[src/rtl/seven_seg_pkg.sv]
// seven_seg_pkg: shared types and constants for the multiplexed
// seven-segment display driver (seven_seg_scan and bcd_to_seg).
package seven_seg_pkg;

  localparam int NUM_DIGITS = 3;

  typedef logic [6:0] seg_t;   // {g,f,e,d,c,b,a}, active-low
  typedef logic [3:0] bcd_t;   // one BCD digit, codes 10..15 invalid

  localparam seg_t SEG_BLANK = 7'h7F;
  localparam seg_t SEG_DASH  = 7'b0111111;

  // Three captured digits, hundreds in the top nibble.
  typedef struct packed {
    bcd_t hund;
    bcd_t tens;
    bcd_t units;
  } digits_t;

endpackage

[src/rtl/bcd_to_seg.sv]
// bcd_to_seg: combinational BCD to active-low seven-segment decoder.
// Codes above 9 decode to a dash so bad counter data is visible.
module bcd_to_seg
  import seven_seg_pkg::*;
(
  input  bcd_t iCode,
  output seg_t oSeg
);

  // Segment lookup, bit order g..a, a lit segment is 0.
  always_comb begin
    case (iCode)
      4'd0:    oSeg = 7'b1000000;
      4'd1:    oSeg = 7'b1111001;
      4'd2:    oSeg = 7'b0100100;
      4'd3:    oSeg = 7'b0110000;
      4'd4:    oSeg = 7'b0011001;
      4'd5:    oSeg = 7'b0010010;
      4'd6:    oSeg = 7'b0000010;
      4'd7:    oSeg = 7'b1111000;
      4'd8:    oSeg = 7'b0000000;
      4'd9:    oSeg = 7'b0010000;
      default: oSeg = SEG_DASH;
    endcase
  end

endmodule

[src/rtl/seven_seg_scan.sv]
// seven_seg_scan: 3-digit multiplexed seven-segment driver.
// Captures BCD digits on iLoad into a pending register, promotes them to
// the display register only at a frame boundary (no torn frames), and
// scans the digits onto a shared active-low segment bus with a blanking
// window at the start of every slot.
// Optional build macro SEVEN_SEG_LZB_EN enables leading-zero blanking.
module seven_seg_scan
  import seven_seg_pkg::*;
#(
  parameter int DIV   = 50000,  // cycles per digit slot, >= 2
  parameter int BLANK = 500     // all-off cycles at slot start, < DIV
)
(
  input  logic                  iClk,
  input  logic                  iRst_n,
  input  logic [3:0]            iDigit1,
  input  logic [3:0]            iDigit2,
  input  logic [3:0]            iDigit3,
  input  logic                  iLoad,
  output logic [6:0]            oSeg,
  output logic [NUM_DIGITS-1:0] oAn
);

  localparam int CNT_W = (DIV > 1) ? $clog2(DIV) : 1;
  localparam logic [CNT_W-1:0] CNT_LAST = CNT_W'(DIV - 1);
  localparam logic [CNT_W-1:0] BLANK_C  = CNT_W'(BLANK);

  logic [CNT_W-1:0]      cnt_q, cnt_d;
  logic [1:0]            idx_q, idx_d;
  digits_t               pend_q, pend_d;
  logic                  pend_vld_q, pend_vld_d;
  digits_t               disp_q, disp_d;
  seg_t                  seg_q, seg_d;
  logic [NUM_DIGITS-1:0] an_q, an_d;

  logic                  slot_end;
  logic                  frame_end;
  digits_t               ld_val;
  bcd_t                  sel_code;
  logic [NUM_DIGITS-1:0] sel_an;
  logic                  lzb;
  seg_t                  dec_seg;

  // Slot/digit scan counters and the pending/display digit registers.
  always_comb begin
    slot_end   = (cnt_q == CNT_LAST);
    frame_end  = slot_end && (idx_q == 2'd2);
    ld_val     = '{hund: iDigit3, tens: iDigit2, units: iDigit1};

    cnt_d      = slot_end ? '0 : cnt_q + 1'b1;
    idx_d      = idx_q;
    if (slot_end) begin
      idx_d = (idx_q == 2'd2) ? 2'd0 : idx_q + 2'd1;
    end

    pend_d     = pend_q;
    pend_vld_d = pend_vld_q;
    disp_d     = disp_q;
    if (iLoad) begin
      pend_d     = ld_val;
      pend_vld_d = 1'b1;
    end
    // A load on the boundary edge goes straight to the display.
    if (frame_end) begin
      pend_vld_d = 1'b0;
      if (iLoad) begin
        disp_d = ld_val;
      end else if (pend_vld_q) begin
        disp_d = pend_q;
      end
    end
  end

  // Select the digit and enable for the current slot.
  always_comb begin
    case (idx_q)
      2'd0:    begin sel_code = disp_q.units; sel_an = 3'b110; end
      2'd1:    begin sel_code = disp_q.tens;  sel_an = 3'b101; end
      default: begin sel_code = disp_q.hund;  sel_an = 3'b011; end
    endcase
  end

  bcd_to_seg u_dec (
    .iCode (sel_code),
    .oSeg  (dec_seg)
  );

  // Leading-zero blanking decision for the selected digit.
  always_comb begin
`ifdef SEVEN_SEG_LZB_EN
    lzb = ((idx_q == 2'd2) && (disp_q.hund == 4'd0)) ||
          ((idx_q == 2'd1) && (disp_q.hund == 4'd0) && (disp_q.tens == 4'd0));
`else
    lzb = 1'b0;
`endif
  end

  // Next output bus value: all off in the blanking window, else one digit.
  always_comb begin
    if (cnt_q < BLANK_C) begin
      an_d  = '1;
      seg_d = SEG_BLANK;
    end else begin
      an_d  = sel_an;
      seg_d = lzb ? SEG_BLANK : dec_seg;
    end
  end

  // State and registered outputs; outputs move together on one edge.
  always_ff @(posedge iClk) begin
    if (!iRst_n) begin
      cnt_q      <= '0;
      idx_q      <= 2'd0;
      pend_q     <= '0;
      pend_vld_q <= 1'b0;
      disp_q     <= '0;
      seg_q      <= SEG_BLANK;
      an_q       <= '1;
    end else begin
      cnt_q      <= cnt_d;
      idx_q      <= idx_d;
      pend_q     <= pend_d;
      pend_vld_q <= pend_vld_d;
      disp_q     <= disp_d;
      seg_q      <= seg_d;
      an_q       <= an_d;
    end
  end

  assign oSeg = seg_q;
  assign oAn  = an_q;

endmodule

[config.mk]
export PLATFORM = sky130hd
export DESIGN_NAME = seven_seg_scan
export DESIGN_NICKNAME = d
export VERILOG_FILES = /design/src/rtl/seven_seg_pkg.sv /design/src/rtl/bcd_to_seg.sv /design/src/rtl/seven_seg_scan.sv
export SDC_FILE = /design/constraint.sdc
export NUM_CORES = 1
export LEC_CHECK = 0
export CAP_MARGIN = 20
export CELL_PAD_IN_SITES_DETAIL_PLACEMENT = 0
export CELL_PAD_IN_SITES_GLOBAL_PLACEMENT = 1
export CORE_UTILIZATION = 39
export CTS_CLUSTER_DIAMETER = 150
export DETAILED_ROUTE_END_ITERATION = 10
export PLACE_DENSITY_LB_ADDON = 0.25
export SLEW_MARGIN = 20
export SYNTH_ARGS = -nofsm -noshare
export SYNTH_HDL_FRONTEND = slang
export SYNTH_SLANG_ARGS = --single-unit
[constraint.sdc]
create_clock -name iClk -period 2.2 [get_ports iClk]
set_input_delay 0.44 -clock iClk [delete_from_list [all_inputs] [get_ports iClk]]
set_output_delay 0.44 -clock iClk [all_outputs]
set_load 0.03 [all_outputs]
# ---- Yosys cells after proc, flatten, opt, wreduce, memory -nomap -nowiden
# Memory sizes are Yosys's and may differ from the RTL's. A register that Yosys moved wholly into a read port is not among the register bits.
# Index checks and enable logic that the tools add are counted.
dict set report word_totals {
  ff_bits 46
  mem_count 1
  input_bits 15
  elab_cells 30
  out_inout_bits 10
  rom_bits 112
}
# memory words word_bits read_ports rd_ports_with_merged_regs wr line
set mem_list {}
lappend mem_list {{(name not given)} 16 7 1 1 0 bcd_to_seg.sv:12} ;# case (iCode)
dict set report classes {
  n_eq_ne 3
  mux 5
  add_sub_neg 2
  n_reduce_logical 7
  bitwise 1
  n_lt_le_gt_ge 1
}
# operator n
set ops {}
lappend ops {{$mux W12} 2}
lappend ops {{$add A16 B1 Y16 const B} 1}
lappend ops {{$eq A16 B16 Y1 const B} 1}
lappend ops {{$lt A16 B9 Y1 const B} 1}
lappend ops {{$pmux W4 S2} 1}
lappend ops {{$pmux W3 S2} 1}
lappend ops {{$reduce_or A2 Y1} 3}
lappend ops {{$add A2 B1 Y2 const B} 1}
lappend ops {{$eq A2 B1 Y1 const B} 1}
lappend ops {{$eq A2 B2 Y1 const B} 1}
lappend ops {{$logic_not A2 Y1} 1}
lappend ops {{$mux W2} 1}
lappend ops {{$reduce_and A2 Y1} 1}
lappend ops {{$reduce_bool A2 Y1} 1}
lappend ops {{$logic_and A1 B1 Y1} 1}
lappend ops {{$not A1 Y1} 1}

# ---- Longest topological paths before layout
# Gate-level depths: netlist of the first run.
dict set report logic_depth {
  ltp_word 3
  ltp_mapped 8
  depth_no_buf 6
}

# ---- Modules after synthesis
# Synthesis of the first run repeated with hierarchy kept, for this count alone.
dict set report hier_totals {
  cells_unflattened 241
  hier_area_um2 2423.6
}
# module instances cells_per_inst area_each_um2 seq_area_each_um2
set by_module_without_submodules {}
lappend by_module_without_submodules {seven_seg_scan 1 210 2183.3 1061.0}
lappend by_module_without_submodules {bcd_to_seg 1 31 240.2 0.0}

# ---- Least setup slack after synthesis of the first run
# No wires, ideal clock.
dict set report synth_path {
  path_type {flip-flop to flip-flop}
  startpoint {register cnt_q[12]}
  endpoint {register disp_q[10] (netlist bit)}
  stages_incl_launch_ff 6
  t_required_ns 2.079
  t_arrival_ns 1.935
  path_buffers 1
  synth_period_minus_slack_ns 2.056
  setup_ns 0.121
  setup_slack_ns 0.144
  cell_sequence {dfxtp_1 or4_4 nor4_4 o2111ai_2 buf_6 mux2_4}
}
dict set report synth_between {
  elab_chain_len 3
}
# element line
set synth_lines {}
lappend synth_lines {{start, declared} seven_seg_scan.sv:28} ;# logic [CNT_W-1:0] cnt_q, cnt_d;
lappend synth_lines {{start signal, assigned} seven_seg_scan.sv:120} ;# cnt_q <= cnt_d;
lappend synth_lines {{$eq A16 B16 Y1} seven_seg_scan.sv:46} ;# slot_end = (cnt_q == CNT_LAST);
lappend synth_lines {{$logic_and A1 B1 Y1} seven_seg_scan.sv:47} ;# frame_end = slot_end && (idx_q == 2'd2);
lappend synth_lines {{$reduce_and A2 Y1 (no line)} -}
lappend synth_lines {{end signal, assigned} seven_seg_scan.sv:124} ;# disp_q <= disp_d;
lappend synth_lines {{end, declared} seven_seg_scan.sv:32} ;# digits_t disp_q, disp_d;
# Every way passes these cells.
# A chain may end at the register's enable or synchronous reset.

# ---- Worst setup path in the final report of the first run
dict set report layout_path {
  startpoint {register cnt_q[12]}
  endpoint {register disp_q[7] (netlist bit)}
}
# Same word-level chain as after synthesis.

==> results of run 1 <==
## sequential cells by signal, summed over array words and instances, names as in the netlist
name and count:
oAn 3, pend_vld_q 1, disp_q 12, pend_q 12
oSeg 7, idx_q 2, cnt_q 16
## stage by stage
| step | power [µW] | worst slack (ps) | hold WS (ps) | std cells |
|---|---|---|---|---|
| after CTS | 1870 | 199 | 479 | 333 |
| after detailed placement | 1100 | 212 | 458 | 325 |
| final | 1850 | 223 | 467 | 333 |
| after global placement | 1090 | 245 | 446 | 325 |
| after floorplan | 1050 | 144 | 430 | 231 |
| after global routing | 1920 | 121 | 505 | 333 |
## worst max-delay path, delay by kind of cell, from the launching register on
family | cells | cell delay, ps
buffers and inverters | 1 | 220
AO/OA/AOI/OAI | 1 | 130
multiplexers | 1 | 310
AND/OR/NAND/NOR | 2 | 870
flip-flops | 1 | 340
## layer usage
metal | wire length, µm | GRT usage (%) | vias up | share of wire [%]
li1 | - | - | 850 | -
met4 | 67 | 6.00 | 0 | 1.7
met1 | 2120 | 20.2 | 710 | 53
met5 | 0 | 0 | - | 0
met2 | 1650 | 20.2 | 27 | 41
met3 | 158 | 3.91 | 6 | 4.0
## Yosys cell counts, types with 4 or more instances
master / n / area (µm²)
mux2i_1: 17 / 170
nor2_1: 21 / 78.8
nor2b_1: 13 / 81.3
dfxtp_1: 53 / 1060
ha_1: 4 / 50.1
mux2_4: 10 / 150
o21ai_0: 8 / 40.0
nand4_1: 8 / 50.1
nand2_1: 10 / 37.5
clkbuf_1: 9 / 33.8
o21a_1: 4 / 30.0
xnor2_1: 12 / 105
inv_1: 8 / 30.0
and2_1: 12 / 75.1
nor3_1: 4 / 20.0
nand3_1: 5 / 25.0
## layout make-up
class	count	area (µm²)	area share, %
well taps	72	90.1	3.21
clock inverters	3	68.8	2.46
flip-flops and latches	53	1060	37.9
inverters	8	30.0	1.07
clock buffers	5	68.8	2.46
repair buffers	34	328	11.7
multi-input cells	158	1160	41.3
## power by group
group	switching [µW]	internal (µW)	total, µW	leakage, µW
Clock	316	458	773	0.0000687
Combinational	36.4	49.5	86.0	0.000551
Sequential	8.31	977	986	0.000431
Total	360	1480	1850	0.00105
## final timing paths
| path | start | end | cells past startpoint |
|---|---|---|---|
| worst max-delay path | cnt_q[12]$_SDFF_PP0_ | disp_q[7]$_SDFFE_PN0P_ | 5 |
| worst min-delay path | cnt_q[0]$_SDFF_PP0_ | cnt_q[0]$_SDFF_PP0_ | 1 |
| worst max register to register | cnt_q[12]$_SDFF_PP0_ | disp_q[7]$_SDFFE_PN0P_ | 5 |
| worst min register to register | cnt_q[0]$_SDFF_PP0_ | cnt_q[0]$_SDFF_PP0_ | 1 |
## kinds of logic (layout without fill, tap and decap cells)
group,Yosys count,in the layout,synth area share [%]
simple gates,89,89,21.6
mux,29,29,14.9
fa+ha+maj,4,4,2.18
buf+inv,20,50,3.64
xor+xnor,13,13,4.95
compound gates,23,23,6.58
flops,53,53,46.1
==> impl_summary.txt, run 1 <==
----------------------------------------------------
[Floorplan]
  Full die area ... 6210 µm²
  Placeable core region ... 5610 µm²
  Die width ... 78.8 µm
  Starting density of the core ... 41.0%
  Die H ... 78.8 µm
  I/O Pins ... 25
  Total number of placement rows ... 27

[STA]
  Part of the cycle the worst path needs ... 89.9%
  Count of final hold-check violations ... 0
  Final critical-path required period ... 1980 ps
  Setup repair after global routing missed its margin ... no
  Max-slew headroom at the worst pin ... 58.3%
  Setup TNS Final ... 0 ps
  Final clock skew ... 12.6 ps
  Transition time at the pin with the least slew margin ... 619 ps
  Number of max-slew violations in the final report ... 0
  Count of final setup violators ... 0
  Fmax ... 506 MHz

[Critical path]
  Startpoint type of the worst setup path ... flop
  Crit-path slowest cell ... or4_4
  Endpoint type of the worst setup path ... flop
  Setup slack, reg-to-reg ... 220 ps
  Required time at the worst-slack endpoint ... 2400 ps
  Slowest cell delay on critical path ... 550 ps
  Cells along the critical path ... or4_4 > nor4_4 > o2111ai_2 > buf_4 > mux2_4
  Signal arrival time at the worst endpoint ... 2170 ps
  Crit Path Class ... flop to flop
  Highest fanout seen on the critical path ... 12

[Global route]
  Global-route congestion overflow total ... 0
  Global-route usage over all layers ... 14.3%
  Number of antenna violations at the first check in global routing ... 0
  Pin count of the biggest net entering global routing ... 29
  Via count of the first global-routing pass ... 1435
  First-pass GRT wire length ... 6910 µm

[Final layout]
  End-of-flow core utilization ... 50.0%
  Net count of the finished layout ... 279
  Filler cell count in the final layout ... 544
  Count of inserted antenna diode cells ... 0
  Leading cell type in the layout, fill and taps excluded ... dfxtp_1
  Final Instance Area ... 2800 µm²
  Area delta synth->final ... 21.8%
  Most frequent cells in the layout ... 53 x dfxtp_1, 24 x clkdlybuf4s50_1, 21 x nor2_1, 17 x mux2i_1, 13 x nor2b_1
  Fraction of layout instances using a drive strength above 1 ... 12.6%

[Placement]
  Final Wtd Congestion ... 0.753
  Port Buffers ... 24
  Cell area after placement ... 2670 µm²
  Estimated wirelength of the detail-placed design ... 2850 µm

[Synth]
  Number of distinct standard cells referenced by the synthesized netlist ... 38
  Dominant register cell in the synthesized netlist ... dfxtp_1
  Synthesized area divided by synthesized cell count ... 9.96 µm²
  Flip-flop and latch count after synthesis ... 53
  Synth Net Count ... 250
  FFs w/ async S/R, synth ... 0%
  Post-synthesis cell count ... 231
  Number of enable-type register cells in the synthesized netlist ... 0
  Warning count from the yosys run ... 0
  Proportion of synthesized chip area in sequential cells ... 46.1%
  Mapped Area ... 2300 µm²

[CTS]
  Buffer levels on the longest clock path ... 2
  Post-CTS clock slew at the launch and capture registers of the worst setup and hold paths ... 90 ps
  CTS tree ... built
  Post-cts repair resize count ... 0
  Number of clock buffers inserted by TritonCTS ... 5
  Number of post-CTS setup repair buffers ... 0
  Clock latency of the later-clocked register in the worst-skew pair ... 310 ps
  Number of clock sinks ... 53
  Cts-stage hold buffer count ... 0
  Clock root cell ... clkbuf_8
  CTS HTree Levels ... 2

[Pwr]
  P_leak ... 0.00105 µW
  Cell area power density ... 658 nW/µm²
  Peak supply drop ... 274 µV

[Route]
  Per-cell via count in the routed design ... 4.78
  Overall via count from detail_route ... 1593
  Wire length per cell after detailed routing ... 12.0 µm
  Violation count after the first detailed-route iteration ... 26
  Number of detailed-route iterations in the first pass ... 4
  Drc violations ... 0
  Remaining antenna violation count ... 0
  Post-detailed-routing wire length ... 4000 µm

[Outcome]
  Result of the run ... completed

[Min path]
  Hold WC Path Type ... flop to flop

[Flow run]
  Max-Cap Viols ... 0

----------------------------------------------------
No activity file was read; power rests on OpenSTA's default activity.
==> run 2: changes to the inputs <==
--- a/config.mk
+++ b/config.mk
@@ -10,6 +10,7 @@
 export CELL_PAD_IN_SITES_GLOBAL_PLACEMENT = 1
 export CORE_UTILIZATION = 39
 export CTS_CLUSTER_DIAMETER = 150
+export CTS_CLUSTER_SIZE = 28
 export DETAILED_ROUTE_END_ITERATION = 10
 export PLACE_DENSITY_LB_ADDON = 0.25
 export SLEW_MARGIN = 20
==> results of run 2 <==
No change in the layout: final DEF, timing and power equal those of run 1.
==> run 3: changes to the inputs <==
--- a/config.mk
+++ b/config.mk
@@ -9,9 +9,10 @@
 export CELL_PAD_IN_SITES_DETAIL_PLACEMENT = 0
 export CELL_PAD_IN_SITES_GLOBAL_PLACEMENT = 1
 export CORE_UTILIZATION = 39
-export CTS_CLUSTER_DIAMETER = 150
 export CTS_CLUSTER_SIZE = 28
 export DETAILED_ROUTE_END_ITERATION = 10
+export GPL_ROUTABILITY_DRIVEN = 0
+export MAX_ROUTING_LAYER = met4
 export PLACE_DENSITY_LB_ADDON = 0.25
 export SLEW_MARGIN = 20
 export SYNTH_ARGS = -nofsm -noshare
==> run 3 against run 2 <==
Effect of this change: critical path depth did not move; wire length rose by 0.20%; power barely moved; clock skew barely moved; maximum frequency barely moved; die area did not move; count of clock-buffer cells in the layout did not move; worst setup slack barely moved; sequential share of layout area did not move; non-clock buffer count did not move.
==> impl_summary.txt, run 3 (synthesis results as in run 1) <==
----------------------------------------------------
[Outcome]
  Result of the run ... completed

[Route]
  Number of detailed-route iterations in the first pass ... 4
  Per-cell via count in the routed design ... 4.79
  Violation count after the first detailed-route iteration ... 34
  Overall via count from detail_route ... 1596
  Wire length per cell after detailed routing ... 12.0 µm
  Remaining antenna violation count ... 0
  Post-detailed-routing wire length ... 4000 µm
  Drc violations ... 0

[CTS]
  Number of clock sinks ... 53
  Post-CTS clock slew at the launch and capture registers of the worst setup and hold paths ... 90 ps
  Number of post-CTS setup repair buffers ... 0
  Cts-stage hold buffer count ... 0
  CTS tree ... built
  CTS HTree Levels ... 2
  Clock latency of the later-clocked register in the worst-skew pair ... 310 ps
  Post-cts repair resize count ... 0
  Buffer levels on the longest clock path ... 2
  Number of clock buffers inserted by TritonCTS ... 5
  Clock root cell ... clkbuf_8

[STA]
  Final critical-path required period ... 1980 ps
  Fmax ... 506 MHz
  Transition time at the pin with the least slew margin ... 619 ps
  Setup repair after global routing missed its margin ... no
  Count of final setup violators ... 0
  Max-slew headroom at the worst pin ... 58.3%
  Fin worst setup slack ... 223 ps
  Part of the cycle the worst path needs ... 89.9%
  Setup TNS Final ... 0 ps
  Number of max-slew violations in the final report ... 0
  Final clock skew ... 12.6 ps
  Count of final hold-check violations ... 0

[Pwr]
  Power share of the sequential group ... 53.4%
  Switching power as a share of total power ... 19.6%
  Power share of the combinational group ... 4.7%
  Cell area power density ... 658 nW/µm²
  Peak supply drop ... 274 µV
  P_leak ... 0.00105 µW
  Total net switching power ... 361 µW
  Power Internal ... 1480 µW
  Clk network pwr share ... 41.9%

[Global route]
  Global-route congestion overflow total ... 0
  Pin count of the biggest net entering global routing ... 29
  First-pass GRT wire length ... 6910 µm
  Number of antenna violations at the first check in global routing ... 0
  Via count of the first global-routing pass ... 1435
  Global-route usage over all layers ... 14.6%

[Final layout]
  Fraction of layout instances using a drive strength above 1 ... 12.6%
  Leading cell type in the layout, fill and taps excluded ... dfxtp_1
  Net count of the finished layout ... 279
  Count of inserted antenna diode cells ... 0
  Number of flip-flops in the largest register ... 16
  Largest registers in the final layout ... cnt_q: 16 flops, disp_q: 12 flops, pend_q: 12 flops
  Most frequent cells in the layout ... 53 x dfxtp_1, 24 x clkdlybuf4s50_1, 21 x nor2_1, 17 x mux2i_1, 13 x nor2b_1
  Area delta synth->final ... 21.8%
  Most flops, register ... cnt_q

[Critical path]
  Setup crit end ... disp_q[7]$_SDFFE_PN0P_
  Cell count along the critical path ... 5
  Category of cells accounting for the largest share of critical-path delay ... simple AND/OR/NAND/NOR gates
  Signal arrival time at the worst endpoint ... 2170 ps
  Startpoint type of the worst setup path ... flop
  Cells along the critical path ... or4_4 > nor4_4 > o2111ai_2 > buf_4 > mux2_4
  Crit-path slowest cell ... or4_4
  End of the worst register-to-register path ... disp_q[7]$_SDFFE_PN0P_
  Count of buffering cells on the critical path with inverters included ... 1
  Endpoint type of the worst setup path ... flop
  Reg2Reg Launch Point ... cnt_q[12]$_SDFF_PP0_
  Slowest cell delay on critical path ... 550 ps
  Required time at the worst-slack endpoint ... 2400 ps
  R2R depth ... 5
  Highest fanout seen on the critical path ... 12
  First element of the critical path ... cnt_q[12]$_SDFF_PP0_
  Setup slack, reg-to-reg ... 220 ps
  Crit Path Class ... flop to flop

[Floorplan]
  Die width ... 78.8 µm
  Die H ... 78.8 µm
  I/O Pins ... 25
  Full die area ... 6210 µm²
  Starting density of the core ... 41.0%
  Total number of placement rows ... 27
  Placeable core region ... 5610 µm²

[Placement]
  Worst slack at placement ... 212 ps
  Estimated wirelength of the detail-placed design ... 2850 µm
  Port Buffers ... 24

[Flow run]
  Max-Cap Viols ... 0

[Min path]
  Hold WC Path Type ... flop to flop

----------------------------------------------------
==> run 3: cell counts in the layout (fill, tap and decap cells not counted) <==
Identical to the previous run, type by type.
==> run 3: how the worst min path moves through the flow <==
stage / from / endpoint / slack, ps / cells after the start
2_1_floorplan: cnt_q[0]$_SDFF_PP0_ / cnt_q[0]$_SDFF_PP0_ / 430 / 1
3_3_place_gp: cnt_q[0]$_SDFF_PP0_ / cnt_q[0]$_SDFF_PP0_ / 450 / 1
3_5_place_dp: cnt_q[0]$_SDFF_PP0_ / cnt_q[0]$_SDFF_PP0_ / 460 / 1
4_1_cts: cnt_q[0]$_SDFF_PP0_ / cnt_q[0]$_SDFF_PP0_ / 480 / 1
5_1_grt: cnt_q[0]$_SDFF_PP0_ / cnt_q[0]$_SDFF_PP0_ / 500 / 1
6_report: cnt_q[0]$_SDFF_PP0_ / cnt_q[0]$_SDFF_PP0_ / 470 / 1
==> run 3: power by group through the flow <==
stage / logic [µW] / clock network [µW] / registers, µW
after floorplan: 47.4 / 0 / 1010
after global placement: 86.2 / 0 / 1010
after detailed placement: 87.5 / 0 / 1010
after CTS: 88.0 / 800 / 986
after global routing: 96.4 / 834 / 989
final: 86.0 / 774 / 986
==> run 3: cell type report <==
| type | count | area [µm²] |
|---|---|---|
| Clock buffer | 5 | 68.8 |
| Clock inverter | 3 | 68.8 |
| Fill cell | 544 | 2810 |
| Inverter | 8 | 30.0 |
| Multi-Input combinational cell | 158 | 1160 |
| Sequential cell | 53 | 1060 |
| Tap cell | 72 | 90.1 |
| Timing Repair Buffer | 34 | 328 |
==> run 3: metal layers <==
layer,global-route usage (%),wire length [µm],vias up
li1,-,-,850
met1,20.2,2120,713
met2,20.2,1650,27
met3,3.91,161,6
met4,6.00,70,0
met5,-,0,-
==> run 3: through the flow <==
step | util [%] | hold WS (ps) | instances | power [µW] | instance area (µm²)
2_1_floorplan | - | 430 | 231 | 1050 | 2300
3_3_place_gp | 47.5 | 446 | 325 | 1090 | 2670
3_5_place_dp | 47.5 | 458 | 325 | 1100 | 2670
4_1_cts | 50.0 | 479 | 333 | 1870 | 2800
5_1_grt | 50.0 | 505 | 333 | 1920 | 2800
6_report | 50.0 | 467 | 333 | 1850 | 2800
